## src/rtl/pll_lock_rst_ctrl.sv

```systemverilog
`default_nettype none
// ============================================================================
// Module      : pll_lock_rst_ctrl
// Description : Bring-up controller for the PLL output clock domain.
//               - Synchronizes the PLL LOCK flag.
//               - Holds downstream logic in reset until lock has been stable
//                 for STABLE_CYCLES cycles.
//               - Generates a prescaled one-cycle tick while running.
//               - Keeps a sticky record of any lock loss seen while running.
// Config      : Define PLL_LOCK_LOSS_RESET_EN to make a lock loss in RUN
//               re-assert sys_rst_n and restart the bring-up sequence.
//               When it is undefined, RUN is left only through rst_n.
// Revision    : 1.0 - initial release
// ============================================================================
module pll_lock_rst_ctrl #(
    parameter int STABLE_CYCLES = 1024,
    parameter int SYNC_STAGES   = 2,
    parameter int PRESCALE_W    = 16
) (
    input  logic                  clk,
    input  logic                  rst_n,
    input  logic                  pll_lock,
    input  logic [PRESCALE_W-1:0] prescale,
    input  logic                  clr_lost,
    output logic                  sys_rst_n,
    output logic                  tick,
    output logic                  running,
    output logic                  lock_lost
);

    // Stable counter must be able to hold STABLE_CYCLES itself.
    localparam int c_cnt_w = $clog2(STABLE_CYCLES + 1);

    // Count value at which the final qualifying cycle is seen.
    localparam logic [c_cnt_w-1:0] c_stable_last = c_cnt_w'(STABLE_CYCLES - 1);

    typedef enum logic [1:0] {
        WAIT_LOCK = 2'd0,
        STABLE    = 2'd1,
        RUN       = 2'd2
    } state_t;

    state_t                  state_q;
    logic [SYNC_STAGES-1:0]  sync_q;
    logic [c_cnt_w-1:0]      stable_cnt_q;
    logic [PRESCALE_W-1:0]   div_cnt_q;
    logic                    sys_rst_n_q;
    logic                    tick_q;
    logic                    running_q;
    logic                    lock_lost_q;
    logic                    lock_lost_d;
    logic                    lock_s;
    logic                    lock_lost_set;
    logic                    div_wrap;

    // Only the last synchronizer stage is trusted by the FSM.
    assign lock_s = sync_q[SYNC_STAGES-1];

    // Lock loss is only meaningful once the domain has been released.
    assign lock_lost_set = (state_q == RUN) && !lock_s;

    // A '>=' compare lets a live decrease of prescale wrap immediately.
    assign div_wrap = (div_cnt_q >= prescale);

    // Sticky lock-lost flag: a new loss event wins over a clear request.
    always_comb begin
        lock_lost_d = lock_lost_q;
        if (lock_lost_set) begin
            lock_lost_d = 1'b1;
        end else if (clr_lost) begin
            lock_lost_d = 1'b0;
        end
    end

    // Multi-flop synchronizer for the asynchronous PLL lock flag.
    always_ff @(posedge clk or negedge rst_n) begin
        if (!rst_n) begin
            sync_q <= '0;
        end else begin
            sync_q <= {sync_q[SYNC_STAGES-2:0], pll_lock};
        end
    end

    // Bring-up FSM with stable counter, prescaler and registered outputs.
    always_ff @(posedge clk or negedge rst_n) begin
        if (!rst_n) begin
            state_q      <= WAIT_LOCK;
            stable_cnt_q <= '0;
            div_cnt_q    <= '0;
            sys_rst_n_q  <= 1'b0;
            tick_q       <= 1'b0;
            running_q    <= 1'b0;
            lock_lost_q  <= 1'b0;
        end else begin
            lock_lost_q <= lock_lost_d;

            case (state_q)
                WAIT_LOCK: begin
                    // Downstream held in reset; counters parked at zero.
                    stable_cnt_q <= '0;
                    div_cnt_q    <= '0;
                    sys_rst_n_q  <= 1'b0;
                    tick_q       <= 1'b0;
                    running_q    <= 1'b0;
                    if (lock_s) begin
                        state_q <= STABLE;
                    end
                end

                STABLE: begin
                    tick_q <= 1'b0;
                    if (!lock_s) begin
                        // A glitch restarts qualification; not a lock loss.
                        state_q      <= WAIT_LOCK;
                        stable_cnt_q <= '0;
                    end else if (stable_cnt_q == c_stable_last) begin
                        // Release reset on the same edge RUN is entered.
                        state_q      <= RUN;
                        stable_cnt_q <= '0;
                        div_cnt_q    <= '0;
                        sys_rst_n_q  <= 1'b1;
                        running_q    <= 1'b1;
                    end else begin
                        stable_cnt_q <= stable_cnt_q + c_cnt_w'(1);
                    end
                end

                RUN: begin
`ifdef PLL_LOCK_LOSS_RESET_EN
                    if (!lock_s) begin
                        // Lock gone: pull the domain back into reset.
                        state_q      <= WAIT_LOCK;
                        stable_cnt_q <= '0;
                        div_cnt_q    <= '0;
                        sys_rst_n_q  <= 1'b0;
                        running_q    <= 1'b0;
                        tick_q       <= 1'b0;
                    end else begin
                        sys_rst_n_q <= 1'b1;
                        running_q   <= 1'b1;
                        if (div_wrap) begin
                            tick_q    <= 1'b1;
                            div_cnt_q <= '0;
                        end else begin
                            tick_q    <= 1'b0;
                            div_cnt_q <= div_cnt_q + PRESCALE_W'(1);
                        end
                    end
`else
                    // Lock loss is only recorded; the domain keeps running.
                    sys_rst_n_q <= 1'b1;
                    running_q   <= 1'b1;
                    if (div_wrap) begin
                        tick_q    <= 1'b1;
                        div_cnt_q <= '0;
                    end else begin
                        tick_q    <= 1'b0;
                        div_cnt_q <= div_cnt_q + PRESCALE_W'(1);
                    end
`endif
                end

                default: begin
                    // Unreachable encoding: recover into a held-reset state.
                    state_q      <= WAIT_LOCK;
                    stable_cnt_q <= '0;
                    div_cnt_q    <= '0;
                    sys_rst_n_q  <= 1'b0;
                    tick_q       <= 1'b0;
                    running_q    <= 1'b0;
                end
            endcase
        end
    end

    assign sys_rst_n = sys_rst_n_q;
    assign tick      = tick_q;
    assign running   = running_q;
    assign lock_lost = lock_lost_q;

endmodule
`default_nettype wire

```

## config.mk

```make
export PLATFORM = sky130hd
export DESIGN_NAME = pll_lock_rst_ctrl
export DESIGN_NICKNAME = d
export VERILOG_FILES = /design/src/rtl/pll_lock_rst_ctrl.sv
export SDC_FILE = /design/constraint.sdc
export NUM_CORES = 1
export LEC_CHECK = 0
export ABC_CLOCK_PERIOD_IN_PS = 4900
export BUFFER_PORTS_ARGS = -buffer_cell sky130_fd_sc_hd__buf_2
export CORE_MARGIN = 2
export CORE_UTILIZATION = 60
export CTS_CLUSTER_SIZE = 14
export DETAILED_ROUTE_END_ITERATION = 12
export PLACE_DENSITY = 0.93
export SLEW_MARGIN = 20
export SYNTH_ARGS = -nofsm -noshare
export SYNTH_HDL_FRONTEND = slang
export SYNTH_SLANG_ARGS = --single-unit
export TNS_END_PERCENT = 5
```

## constraint.sdc

```tcl
create_clock -name clk -period 4.9 [get_ports clk]
set_input_delay 0.735 -clock clk [delete_from_list [all_inputs] [get_ports clk]]
set_output_delay 0.735 -clock clk [all_outputs]
set_load 0.03 [all_outputs]
```

==> results of run 1 <==
-- stage by stage --
stage	worst slack, ps	instance area [um^2]	power [uW]	hold slack, ps
2_1_floorplan	2466	2186	572.9	331.2
5_1_grt	2335	2361	802.7	373.4
3_3_place_gp	2370	2301	589.1	332.7
6_report	2538	2361	756.9	356.9
4_1_cts	2529	2361	758.6	358.7
3_5_place_dp	2320	2301	600.0	336.5
-- per-layer routing --
layer / global-route usage / part of all wire / routed length [um] / up-vias
li1: - / - / - / 816
met1: 0.2716 / 0.46 / 1809 / 762
met2: 0.3672 / 0.50 / 1988 / 25
met3: 0.04401 / 0.030 / 119 / 5
met4: 0.07713 / 0.012 / 48 / 0
met5: 0 / 0 / 0 / -
-- state kept, by name (all words and copies together), names as in the netlist --
| name | cells |
|---|---|
| running | 1 |
| stable_cnt_q | 11 |
| sync_q | 2 |
| state_q | 2 |
| div_cnt_q | 16 |
| lock_lost | 1 |
| tick | 1 |
-- how the worst min path moves through the flow --
stage | end | slack [ps] | cells after the start
CTS | sync_q[1] | 360 | 0
global placement | sync_q[1] | 330 | 0
detailed placement | sync_q[1] | 340 | 0
floorplan | sync_q[1] | 330 | 0
global route | sync_q[1] | 370 | 0
finish | sync_q[1] | 360 | 0
-- critical path: cells and delay by family, from the launching register on --
family / cells / cell delay (ps)
XOR/XNOR: 1 / 200
AND/OR/NAND/NOR: 4 / 750
adder cells (fa/ha/maj): 1 / 310
flip-flops: 1 / 400
AO/OA/AOI/OAI: 1 / 600
-- cells in the final DEF (no fill, tap or decap), types with 2 or more instances in the layout --
master,netlist,layout
o21a_1,2,2
o21ai_0,17,17
a21o_1,3,3
and3_1,8,8
xnor2_1,3,3
nand3_1,6,6
buf_2,3,23
o21ai_1,2,2
a21oi_1,6,6
o22ai_1,2,2
nor2_2,4,4
inv_1,25,25
nor2_4,5,5
nand2_1,14,14
a22o_1,5,5
dfrtp_1,34,34
a31oi_1,3,3
nand4_1,8,8
nor2b_1,5,5
ha_1,21,21
xor2_1,10,10
nor2_1,12,12
clkbuf_4,0,5
-- cells in the mapped netlist, types with 2 or more instances --
cell      number  area [um^2]
a21o_1         3        22.52
a21oi_1        6        30.03
a22o_1         5        43.79
a31oi_1        3        18.77
and3_1         8        50.05
buf_2          3        15.01
buf_4          2        15.01
clkbuf_1       2        7.510
dfrtp_1       34        850.8
ha_1          21        262.8
inv_1         25        93.84
nand2_1       14        52.55
nand3_1        6        30.03
nand4_1        8        50.05
nor2_1        12        45.04
nor2_2         4        25.02
nor2_4         5        56.30
nor2b_1        5        31.28
o21a_1         2        15.01
o21ai_0       17        85.08
o21ai_1        2        10.01
o22ai_1        2        12.51
xnor2_1        3        26.28
xor2_1        10        87.58
-- final cells by class --
type	count	area share
inverter	25	0.03975
multi-input combinational	155	0.5013
clock buffer	7	0.02332
timing repair buffer	23	0.04875
clock inverter	1	0.002120
tap	46	0.02438
sequential	34	0.3604
-- cells by family after synthesis --
kind of cell | synth area share
AO/OA/AOI/OAI | 0.1729
adder cells (fa/ha/maj) | 0.1202
flip-flops | 0.3892
multiplexers | 0.005151
AND/OR/NAND/NOR | 0.1912
XOR/XNOR | 0.05209
buffers and inverters | 0.06926
-- power by group through the flow --
stage | Sequential [uW] | Clock [uW] | Combinational, uW
after floorplan | 337 | 0 | 236
after global placement | 325 | 0 | 264
after detailed placement | 326 | 0 | 274
after CTS | 320 | 163 | 275
after global routing | 326 | 174 | 303
final | 321 | 162 | 274
==> summary.txt, run 1 <==
Power and ir drop
  – Power Density: 320.6 nW/um^2
  – Sequential share of power: 0.424
  – Switching Share: 0.3787
  – Internal power: 470.3 uW
  – Pleak: 0.001209 uW
  – NetSw: 286.6 uW
  – Gate power share: 0.362
  – Clock share of power: 0.215
  – Max IR drop VDD: 0.0002457 V

STA
  – Final period util: 0.4820
  – Tmin final: 2362 ps
  – Final Setup Violations: 0
  – Rel. slew slack: 0.5073
  – RSZ-0062 raised after global routing: false
  – Skew final: 20.09 ps
  – Setup_tns: 0 ps
  – Slew Viols, Final: 0
  – Fin. Hold Viols: 0
  – F_max: 0.4234 GHz
  – Worst-Margin Slew: 739.0 ps

Synth
  – Avg Cell Area, Syn: 9.846 um^2
  – Dominant synthesized flop cell: dfrtp_1
  – Synthesized cell area: 2186 um^2
  – Syn Inst Count: 222
  – Synthesized Nets: 263
  – Asr flop ratio synth: 1.000
  – Number of synthesized register bits: 34
  – Post-synth EDFFs: 0
  – Seq/Total Area, Yosys: 0.3892
  – Synth cell types: 44
  – Number of warnings issued by yosys: 0

Global routing
  – GR Overflow Total: 0
  – Largest net degree at the start of global routing: 35
  – Gr usage total: 0.2156
  – Initial antenna violation count: 0
  – Vias in the first global route: 1,591
  – First-pass GRT wire length: 6865 um

Setup path
  – Req. time, crit path: 5130 ps
  – CP Capture Type: flip-flop
  – CP most frequent cell: nand3_1
  – Worst EP arrival: 2590 ps
  – Reg2reg setup slack: 2540 ps
  – CP endpoint: div_cnt_q[9]
  – Cell count of the worst reg-to-reg path: 7
  – Critical path, cell by cell: ha_1, nand3_1, o31ai_4, and4_1, nand3_1, xor2_1, nor2_2
  – Crit start category: flip-flop
  – Critical path class: reg -> reg
  – Reg2reg start: stable_cnt_q[0]
  – Critical Path Fanout Max: 16
  – Crit path max-delay cell type: o31ai_4
  – Largest stage delay on the critical path: 600 ps
  – Worst flop-to-flop path endpoint: div_cnt_q[9]
  – Worst Setup SP: stable_cnt_q[0]

Layout
  – Area grow syn2layout: 8.014%
  – Fin cells: 291
  – Area of the multi-input gates: 1184 um^2
  – Post-layout util: 0.6912
  – Nets: 285
  – Antenna diodes: 0
  – FF+latch area: 850.8 um^2
  – Fill cells: 274
  – Layout cells sized above 1: 0.2082

Status
  – Status: completed

Die
  – Initial Util: 0.6399
  – Die Width: 64.36 um
  – DIE HEIGHT: 64.36 um
  – Core ar.: 3416 um^2
  – Rows: 21
  – Die ar.: 4142 um^2
  – I/O Pins: 24

CTS
  – TritonCTS Buffers: 5
  – CTS Hold Bufs: 0
  – Htree depth: 2
  – Total setup buffers inserted after CTS: 0
  – Clock root cell: clkbuf_4
  – Worst-skew pair later-pin latency: 340 ps
  – Clk sink count: 34
  – Reg clk slew, reported paths: 100 ps
  – Clock Tree Buf Depth: 2
  – CTS tree: done
  – CTS resizes: 0

Run
  – Number of max-cap violations: 0

Route
  – Antenna-violating nets left: 0
  – Initial DRC count: 72
  – Wire length per cell: 13.63 um
  – TritonRoute pass-1 iters: 4
  – Post-Route WL: 3966 um
  – Residual DRC count: 0
  – Vias post-DR: 1,608
  – Via density: 5.526

Placed design
  – Dpl cells: 283
  – # port buffers: 23
  – Post-DP HPWL: 2930 um
  – RePlAce Congestion: 0.8414

Min path
  – Hold crit path type: reg -> reg
  – Hold_sp: sync_q[0]
(Power assumes the default switching activity.)
==> inputs of run 2 (changes only) <==
Settings changed: ABC_CLOCK_PERIOD_IN_PS 4900 to 2200, CORE_UTILIZATION 60 to 58, PLACE_DENSITY 0.93 to 0.91.
Clock period 4.9 ns to 2.2 ns, I/O delays scaled along.
==> summary.txt, run 2 (synthesized netlist as in run 1, its figures left out) <==
Status
  – Status: completed

Placed design
  – # port buffers: 23
  – Post-DP Area: 2341 um^2
  – Post-DP HPWL: 3002 um
  – Dpl cells: 290
  – RePlAce Congestion: 0.7633

Layout
  – Antenna diodes: 0
  – Layout cells sized above 1: 0.2271
  – Nets: 291
  – Commonest non-fill, non-tap cell in the layout: dfrtp_1
  – Biggest register: div_cnt_q
  – Finished Cell Area: 2440 um^2
  – Fin cells: 299
  – Top Registers: div_cnt_q: 16 flops, stable_cnt_q: 11 flops
  – Area grow syn2layout: 11.62%
  – Most frequent cells in the layout: dfrtp_1, inv_1, buf_2
  – Max FFs per register: 16

STA
  – RSZ-0062 raised after global routing: false
  – Final period util: 0.9651
  – Skew final: 4.978 ps
  – Slew Viols, Final: 0
  – Setup_tns: 0 ps
  – F_max: 0.4710 GHz
  – Final Setup Violations: 0
  – Tmin final: 2123 ps
  – Fin. Hold Viols: 0
  – Worst-Margin Slew: 752.1 ps
  – Rel. slew slack: 0.4986

Die
  – DIE HEIGHT: 65.39 um
  – I/O Pins: 24
  – Die ar.: 4276 um^2
  – Rows: 22
  – Core ar.: 3633 um^2
  – Die Width: 65.39 um
  – Initial Util: 0.6016

Setup path
  – Reg2reg setup slack: 80 ps
  – Reg2reg start: div_cnt_q[0]
  – CP Capture Type: flip-flop
  – Crit start category: flip-flop
  – Cell count of the worst reg-to-reg path: 8
  – Critical path, cell by cell: inv_1, ha_1, nand2b_4, a2111oi_4, o21ai_2, a211o_4, and2_4, nor2_2
  – Crit path max-delay cell type: dfrtp_1
  – Worst EP arrival: 2350 ps
  – CP delay by family, top: compound AO/OA/AOI/OAI gates
  – Largest stage delay on the critical path: 390 ps
  – Critical path class: reg -> reg
  – WP buf/inv: 1
  – Worst flop-to-flop path endpoint: div_cnt_q[9]
  – Critical Path Fanout Max: 9
  – Req. time, crit path: 2430 ps

Global routing
  – First-pass GRT wire length: 6768 um
  – Gr usage total: 0.2105
  – Initial antenna violation count: 0
  – Largest net degree at the start of global routing: 35
  – GR Overflow Total: 0
  – Vias in the first global route: 1,527

Route
  – TritonRoute pass-1 iters: 4
  – Vias post-DR: 1,641
  – Residual DRC count: 0
  – Initial DRC count: 39
  – Via density: 5.488
  – Post-Route WL: 3999 um
  – Wire length per cell: 13.37 um
  – Antenna-violating nets left: 0

CTS
  – CTS resizes: 0
  – TritonCTS Buffers: 5
  – CTS tree: done
  – Clock Tree Buf Depth: 2
  – Clock root cell: clkbuf_8
  – Reg clk slew, reported paths: 70 ps
  – Clk sink count: 34
  – Htree depth: 2
  – Worst-skew pair later-pin latency: 290 ps

Power and ir drop
  – Max IR drop VDD: 0.0006588 V
  – Gate power share: 0.351
  – Sequential share of power: 0.388
  – Clock share of power: 0.261
  – Internal power: 1175 uW
  – Power Density: 755.8 nW/um^2
  – Switching Share: 0.3629
  – Pleak: 0.001252 uW
  – NetSw: 669.1 uW

Run
  – Number of max-cap violations: 0

Min path
  – Hold crit path type: in -> async
run 2: cell count changes in the layout (fill, tap and decap cells not counted), sizes merged:
cell	delta
buf	+6
run 2: worst max-delay path by stage:
stage | start | end | cells after the start | slack (ps)
2_1_floorplan | div_cnt_q[0] | div_cnt_q[11] | 9 | 100
3_3_place_gp | prescale[0] | div_cnt_q[15] | 8 | 80
3_5_place_dp | prescale[0] | div_cnt_q[9] | 8 | 30
4_1_cts | div_cnt_q[0] | div_cnt_q[9] | 8 | 40
5_1_grt | div_cnt_q[0] | div_cnt_q[5] | 8 | 4
6_report | div_cnt_q[0] | div_cnt_q[9] | 8 | 80
run 2: cell type report:
| class | instances | area [um^2] |
|---|---|---|
| clock buffer | 7 | 86.33 |
| clock inverter | 1 | 5.005 |
| fill | 297 | 1194 |
| inverter | 25 | 93.84 |
| multi-input combinational | 155 | 1184 |
| sequential | 34 | 850.8 |
| tap | 48 | 60.06 |
| timing repair buffer | 29 | 160.2 |
run 2: what timing repair did:
action	4_1_cts	5_1_grt
buffers inserted	0	1
hold buffers	0	0
endpoints found under the setup margin	0	15
run 2: worst reg2reg max path: cells and delay by family, from the launching register on:
family	cells	cell delay, ps
flip-flops	1	390
AO/OA/AOI/OAI	3	830
AND/OR/NAND/NOR	3	520
buffers and inverters	1	90
adder cells (fa/ha/maj)	1	230
run 2: per-stage QoR:
step           hold WS, ps    util  total power [uW]  setup slack, ps
2_1_floorplan        34.41       -              1276            99.39
3_3_place_gp         337.8  0.6443              1349            75.94
3_5_place_dp         336.3  0.6443              1374            34.97
4_1_cts              126.1  0.6694              1857            39.69
5_1_grt              138.4  0.6715              1954            4.004
6_report             105.1  0.6715              1844            76.75
run 2: metal layers:
| layer | vias up | GRT usage | wire, um |
|---|---|---|---|
| li1 | 829 | - | - |
| met1 | 776 | 0.2542 | 1775 |
| met2 | 30 | 0.3610 | 2013 |
| met3 | 6 | 0.05137 | 139 |
| met4 | 0 | 0.08333 | 70 |
| met5 | - | 0 | 0 |
run 2: power by group through the flow:
stage | Sequential [uW] | Combinational [uW] | Clock (uW)
after floorplan | 750 | 526 | 0
after global placement | 723 | 626 | 0
after detailed placement | 727 | 646 | 0
after CTS | 716 | 649 | 492
after global routing | 722 | 707 | 525
final | 716 | 647 | 481
==> inputs of run 3 (changes only) <==
Settings changed: CORE_UTILIZATION 58 to 60, CTS_BUF_LIST set to sky130_fd_sc_hd__clkbuf_8, PLACE_DENSITY 0.91 to 0.93.
==> summary.txt, run 3 (synthesized netlist as in run 1, its figures left out) <==
Status
  – Status: completed

Die
  – Initial Util: 0.6399
  – DIE HEIGHT: 64.36 um
  – I/O Pins: 24
  – Rows: 21
  – Die ar.: 4142 um^2
  – Core ar.: 3416 um^2
  – Die Width: 64.36 um

STA
  – Rel. slew slack: 0.5120
  – Tmin final: 2104 ps
  – Slew Viols, Final: 0
  – Fin. Hold Viols: 0
  – Setup_tns: 0 ps
  – F_max: 0.4752 GHz
  – RSZ-0062 raised after global routing: false
  – Final period util: 0.9565
  – Final Setup Violations: 0
  – Worst-Margin Slew: 731.9 ps
  – Skew final: 7.238 ps

CTS
  – Clock Tree Buf Depth: 2
  – Reg clk slew, reported paths: 70 ps
  – Total setup buffers inserted after CTS: 0
  – CTS Hold Bufs: 0
  – Htree depth: 2
  – Clk sink count: 34
  – TritonCTS Buffers: 5
  – CTS tree: done
  – Clock root cell: clkbuf_8
  – Worst-skew pair later-pin latency: 290 ps

Setup path
  – Critical path, cell by cell: ha_1, a21oi_1, o21ai_1, a211o_1, a211o_4, and2_4, nor2_2
  – Crit start category: flip-flop
  – Worst flop-to-flop path endpoint: div_cnt_q[11]
  – Cell count of the worst reg-to-reg path: 7
  – Critical Path Fanout Max: 9
  – Critical path class: reg -> reg
  – Req. time, crit path: 2420 ps
  – CP Capture Type: flip-flop
  – CP endpoint: div_cnt_q[11]
  – WP buf/inv: 0
  – Worst EP arrival: 2330 ps
  – Reg2reg setup slack: 100 ps
  – CP delay by family, top: compound AO/OA/AOI/OAI gates
  – Crit path max-delay cell type: dfrtp_1
  – Largest stage delay on the critical path: 410 ps
  – Reg2reg start: div_cnt_q[9]
  – Levels on crit path: 7
  – Worst Setup SP: div_cnt_q[9]

Layout
  – Layout cells sized above 1: 0.2249
  – Most frequent cells in the layout: dfrtp_1, inv_1, buf_2
  – Biggest register: div_cnt_q
  – Fill cells: 261
  – Nets: 289
  – Antenna diodes: 0
  – Commonest non-fill, non-tap cell in the layout: dfrtp_1
  – Max FFs per register: 16
  – Area grow syn2layout: 10.82%
  – Area of the multi-input gates: 1184 um^2
  – FF+latch area: 850.8 um^2
  – Top Registers: div_cnt_q: 16 flops, stable_cnt_q: 11 flops

Global routing
  – Largest net degree at the start of global routing: 35
  – First-pass GRT wire length: 6906 um
  – GR Overflow Total: 0
  – Initial antenna violation count: 0
  – Vias in the first global route: 1,619
  – Gr usage total: 0.2214

Power and ir drop
  – Pleak: 0.001245 uW
  – Max IR drop VDD: 0.0006529 V
  – Power Density: 749.6 nW/um^2
  – Total power: 1816 uW

Run
  – Number of max-cap violations: 0

Placed design
  – RePlAce Congestion: 0.8432
  – # port buffers: 23
  – Post-DP HPWL: 3036 um

Route
  – Residual DRC count: 0
  – Initial DRC count: 46
  – Antenna-violating nets left: 0
  – Vias post-DR: 1,644
  – Wire length per cell: 13.46 um
  – TritonRoute pass-1 iters: 4
  – Via density: 5.573
  – Post-Route WL: 3971 um

Min path
  – Hold crit path type: in -> async
==> run 3: cell types whose count changed in the layout (fill, tap and decap cells not counted) <==
cell      before  now
buf_4          6    4
o21ai_0       17   15
o21ai_1        2    4
clkbuf_1       1    0
inv_2          0    1
==> run 3: metrics by stage <==
stage / setup slack [ps] / util / instances / cell area (um^2) / hold slack (ps)
2_1_floorplan: 99.39 / - / 222 / 2186 / 34.41
3_3_place_gp: 73.55 / 0.6824 / 287 / 2331 / 334.8
3_5_place_dp: 20.99 / 0.6824 / 287 / 2331 / 351.7
4_1_cts: 4.831 / 0.7092 / 295 / 2422 / 116.9
5_1_grt: 18.31 / 0.7092 / 295 / 2422 / 124.1
6_report: 95.64 / 0.7092 / 295 / 2422 / 97.36
==> run 3: cell type report <==
cell class,count,area share
Clock buffer,6,0.03409
Clock inverter,2,0.003616
Inverter,25,0.03874
Multi-Input combinational cell,155,0.4886
Sequential cell,34,0.3512
Tap cell,46,0.02376
Timing Repair Buffer,27,0.05992
==> run 3: repair_timing <==
action	in CTS	in global routing
endpoints found under the setup margin	0	15
gates resized for setup	0	3
hold endpoints to repair	0	0
==> run 3: worst min-delay path by stage <==
stage / to
after global routing: sync_q[0]
after detailed placement: sync_q[1]
after CTS: div_cnt_q[12]
after global placement: sync_q[1]
final: stable_cnt_q[4]
after floorplan: div_cnt_q[0]
==> run 3: routing by layer <==
metal  global-route usage  share of wire
met5                    0              0
met4               0.1011          0.018
met3              0.06866          0.053
met1               0.2454           0.41
met2               0.3867           0.52
==> run 3: report_power, final <==
| group | internal, uW | leakage, uW | switching [uW] | total (uW) |
|---|---|---|---|---|
| logic | 241 | 0.000729 | 392 | 633 |
| clock network | 248 | 0.0000524 | 220 | 467 |
| registers | 676 | 0.000465 | 39.4 | 715 |
